<file path="src/rtl/mul_pkg.sv">
// Shared definitions for the product accumulator: default widths and FSM encoding.
package mul_pkg;

  localparam int unsigned PROD_W_DEF = 32;
  localparam int unsigned ACC_W_DEF  = 40;
  localparam int unsigned LEN_W_DEF  = 8;

  localparam logic [1:0] IDLE = 2'd0;
  localparam logic [1:0] ACC  = 2'd1;
  localparam logic [1:0] DONE = 2'd2;

  typedef enum logic [1:0] {
    StIdle = IDLE,
    StAcc  = ACC,
    StDone = DONE
  } state_e;

endpackage

</file>
<file path="src/rtl/mul_accumulator.sv">
// Streaming MAC reduction: sums `len` unsigned products from the multiplier into a
// wide accumulator and presents the total (plus a sticky carry-out flag) on a
// valid/ready output port.
module mul_accumulator
  import mul_pkg::*;
#(
  parameter int unsigned PROD_W = PROD_W_DEF,
  parameter int unsigned ACC_W  = ACC_W_DEF,
  parameter int unsigned LEN_W  = LEN_W_DEF
) (
  input  logic              clk,
  input  logic              rst,
  input  logic              start,
  input  logic [LEN_W-1:0]  len,
  input  logic              in_valid,
  output logic              in_ready,
  input  logic [PROD_W-1:0] in_prod,
  output logic              out_valid,
  input  logic              out_ready,
  output logic [ACC_W-1:0]  out_acc,
  output logic              out_ovf,
  output logic              busy
);

  state_e             state_q, state_d;
  logic [ACC_W-1:0]   acc_q, acc_d;
  logic               ovf_q, ovf_d;
  logic [LEN_W-1:0]   count_q, count_d;

  // One extra bit captures the carry out of the accumulator MSB.
  logic [ACC_W:0]     prod_ext;
  logic [ACC_W:0]     sum;

  // Zero-extend the product and form the widened sum.
  always_comb begin
    prod_ext              = '0;
    prod_ext[PROD_W-1:0]  = in_prod;
    sum                   = {1'b0, acc_q} + prod_ext;
  end

  // Next-state, accumulator and beat-counter update.
  always_comb begin
    state_d = state_q;
    acc_d   = acc_q;
    ovf_d   = ovf_q;
    count_d = count_q;
    unique case (state_q)
      StIdle: begin
        if (start) begin
          acc_d   = '0;
          ovf_d   = 1'b0;
          count_d = len;
          // An empty job completes immediately with a zero total.
          state_d = (len == '0) ? StDone : StAcc;
        end
      end
      StAcc: begin
        if (in_valid) begin
          acc_d   = sum[ACC_W-1:0];
          ovf_d   = ovf_q | sum[ACC_W];
          count_d = count_q - 1'b1;
          if (count_q == LEN_W'(1)) state_d = StDone;
        end
      end
      StDone: begin
        if (out_ready) state_d = StIdle;
      end
      default: state_d = StIdle;
    endcase
  end

  // State and datapath registers.
  always_ff @(posedge clk or posedge rst) begin
    if (rst) begin
      state_q <= StIdle;
      acc_q   <= '0;
      ovf_q   <= 1'b0;
      count_q <= '0;
    end else begin
      state_q <= state_d;
      acc_q   <= acc_d;
      ovf_q   <= ovf_d;
      count_q <= count_d;
    end
  end

  // Handshake and status outputs decode straight from the state register.
  always_comb begin
    in_ready  = (state_q == StAcc);
    out_valid = (state_q == StDone);
    busy      = (state_q != StIdle);
    out_acc   = acc_q;
    out_ovf   = ovf_q;
  end

endmodule
</file>
<file path="config.mk">
export PLATFORM = sky130hd
export DESIGN_NAME = mul_accumulator
export DESIGN_NICKNAME = d
export VERILOG_FILES = /design/src/rtl/mul_pkg.sv /design/src/rtl/mul_accumulator.sv
export SDC_FILE = /design/constraint.sdc
export NUM_CORES = 1
export LEC_CHECK = 0
export ABC_CLOCK_PERIOD_IN_PS = 2700
export BUFFER_PORTS_ARGS = -buffer_cell sky130_fd_sc_hd__buf_2
export CORE_ASPECT_RATIO = 0.75
export CORE_MARGIN = 3
export CORE_UTILIZATION = 35
export CTS_CLUSTER_SIZE = 30
export DETAILED_ROUTE_END_ITERATION = 16
export GPL_TIMING_DRIVEN = 1
export MAX_ROUTING_LAYER = met4
export PLACE_DENSITY_LB_ADDON = 0.3
export REMOVE_ABC_BUFFERS = 1
export SLEW_MARGIN = 25
export SYNTH_ARGS = -nofsm -noshare
export SYNTH_HDL_FRONTEND = slang
export SYNTH_SLANG_ARGS = --single-unit
export TNS_END_PERCENT = 50
</file>
<file path="constraint.sdc">
create_clock -name clk -period 2.7 [get_ports clk]
set_clock_uncertainty 0.1 [all_clocks]
set_input_delay 0 -clock clk [delete_from_list [all_inputs] [get_ports clk]]
set_output_delay 0 -clock clk [all_outputs]
set_load 0.005 [all_outputs]
</file>
==> run_results.csv <==
group,metric,value,unit
final_layout,fillers,1047,
timing,fin_crit,2710,ps
placed_design,place_ws,-302,ps
timing,slew_violations,0,
detailed_routing,totalWireLength,12.5,mm
logic_synthesis,synth.avg_cell_area,8.18,sq um
status,failed_checks,"negative setup slack",
die,core_area,11100,sq um
grt,grt_pass1_wl,20.1,mm
timing,hold_viol_final,0,
timing,slew_headroom,0.573,
final_layout,fin_util,0.523,
status,status,"finished, violations left",
power_and_ir_drop,ir_drop,0.420,mV
logic_synthesis,synth_edf_count,0,
grt,antenna_found_initial,0,
die,die_h,98.9,um
grt,grt_start_max_net_pins,43,
placed_design,placedCellCount,766,
placed_design,dp_hpwl,9.23,mm
final_layout,diodes,0,
flow_run,max_cap_viol_count,0,
setup_path,worstSetupStartpointType,"flip-flop",
worst_hold_path,min_path_type,"input port to flip-flop",
timing,min_period_over_period,1.00,
detailed_routing,drcViolationCount,0,
placed_design,io_buffers,88,
logic_synthesis,seq_area_frac_synth,0.317,
timing,setup_viol,1,
logic_synthesis,synth_flop_cell,"dfrtp_1",
detailed_routing,wl_per_cell,15.6,um
logic_synthesis,synth_area_leaders,"dfrtp_1 32%, ha_1 11%, nand2_1 6.9%",
grt,grt_util_all_layers,0.197,
clock_network,clkSinkCount,51,
setup_path,worstPathRequired,2780,ps
final_layout,final_area,5790,sq um
logic_synthesis,synth_top_area_share,0.317,
logic_synthesis,yosysWarnings,0,
placed_design,placed_area,5050,sq um
clock_network,clockRootBuffer,"clkbuf_16",
power_and_ir_drop,p_per_area,1010,nW/um^2
final_layout,drive_above_1_share,0.349,
clock_network,cts_tree,"done",
die,initial_utilization,0.364,
logic_synthesis,synthCells,492,
grt,overflow,0,
die,die_w,130,um
clock_network,insertion_delay,290,ps
setup_path,crit_fanout,4,
power_and_ir_drop,p_leak,2.81,nW
die,rows,33,
detailed_routing,viasPerCell,5.36,
final_layout,fin_cells,801,
logic_synthesis,yosysUniqueCellTypes,63,
timing,worst-slew-pin-transition,639,ps
logic_synthesis,synth_top_area_cell,"dfrtp_1",
final_layout,synthToLayoutAreaGrowth,43.8,%
timing,setup_tns,-6.55,ps
clock_network,clkTransAtPathRegs,70,ps
setup_path,worstSetupPathType,"flip-flop to flip-flop",
timing,rsz0062_at_grt,"yes",
clock_network,htreeDepth,2,
detailed_routing,vias,4293,
setup_path,cp.arrival,2790,ps
clock_network,cts_buffer_depth,2,
detailed_routing,drt_iter0_drc,234,
power_and_ir_drop,p_total,5.82,mW
final_layout,nets,740,
logic_synthesis,netlist_area,4020,sq um
clock_network,cts_buffers,5,
grt,grt_pass1_vias,4200,
die,die-area,12800,sq um
die,io_pins,89,
timing,max_freq,0.369,GHz
timing,finalWorstSetupSlack,-6.55,ps
timing,timing.hold.ws,72.5,ps
detailed_routing,detail-route-antenna-nets,0,
setup_path,end_kind,"flip-flop",
logic_synthesis,ys_ff_latch,51,
logic_synthesis,synthArstFlopShare,1.00,
placed_design,place_congestion,0.874,
detailed_routing,firstDrtPassIters,4,
## registers in the layout (all words and copies together), names as in the netlist
register and count:
count_q 8, out_acc 40, out_ovf 1, state_q 2
## critical path, stage by stage, from the launching register on
cell	delay (ps)
dfrtp_2	430
buf_4	140
fa_2	370
a21oi_2	170
nor2_2	70
o31ai_4	240
a31oi_4	150
o211ai_2	280
a21oi_2	100
or3_1	320
a32o_1	220
## placed cells by master, fill, tap and decap left out, types with 13 or more instances in the layout
| cell | netlist | routed |
|---|---|---|
| a21o_1 | 15 | 15 |
| a21oi_1 | 40 | 32 |
| buf_2 | 4 | 88 |
| buf_4 | 0 | 73 |
| dfrtp_1 | 51 | 50 |
| dlygate4sd3_1 | 0 | 13 |
| ha_1 | 34 | 24 |
| inv_1 | 15 | 14 |
| nand2_1 | 74 | 72 |
| nor2_1 | 38 | 35 |
| o21ai_0 | 50 | 45 |
| xnor2_1 | 14 | 14 |
## final timing paths
path / depth (start not counted) / slack, ps / startpoint / to
min reg2reg: 2 / 400 / out_ovf / out_ovf
min: 3 / 70 / in_valid / state_q[0]
min in group asynchronous: 3 / 230 / rst / out_acc[34]
max in group asynchronous: 4 / 1600 / rst / out_acc[14]
max: 10 / -7 / out_acc[1] / out_acc[30]
max reg2reg: 10 / -7 / out_acc[1] / out_acc[30]
## Yosys cell counts (8+ instances only)
cell type / number
nand2_1: 74
dfrtp_1: 51
o21ai_0: 50
a21oi_1: 40
nor2_1: 38
ha_1: 34
a21o_1: 15
inv_1: 15
xnor2_1: 14
clkbuf_1: 13
nor3_1: 13
nand3_1: 10
xor2_1: 10
nand2b_1: 8
## layer usage
layer | share of wire | GRT usage | up-vias
li1 | - | - | 2122
met1 | 0.51 | 0.279 | 2039
met2 | 0.44 | 0.304 | 124
met3 | 0.046 | 0.0314 | 8
met4 | 0.0073 | 0.0327 | 0
met5 | 0 | - | -
## cell type report
type,instances,area [sq um],share of cell area
clock buffers,6,139,0.0240
repair buffers,178,1160,0.201
well taps,140,175,0.0303
inverters,16,60.1,0.0104
multi-input cells,408,2940,0.507
clock inverters,2,35.0,0.00606
flip-flops and latches,51,1280,0.221
## power breakdown
part           internal, mW  total (mW)  switching [mW]  leakage [nW]
Sequential             1.04        1.27           0.232         0.657
Clock                 0.462       0.759           0.297        0.0868
Combinational          1.78        3.79            2.00          2.07
Total                  3.28        5.82            2.53          2.81
## repair_timing
item,CTS,global route
pin swaps,19,21
endpoints found under the hold margin,37,0
hold buffers,13,0
setup buffers,5,9
endpoints found under the setup margin,19,23
resized for setup,21,43
## cell families after synthesis
logic type | after synthesis | synth area share
compound gates | 166 | 0.271
fa+ha+maj | 35 | 0.111
flops | 51 | 0.317
xor+xnor | 24 | 0.0522
buf+inv | 33 | 0.0320
mux | 7 | 0.0174
simple gates | 176 | 0.200
Power figures use the tool's default switching activity.
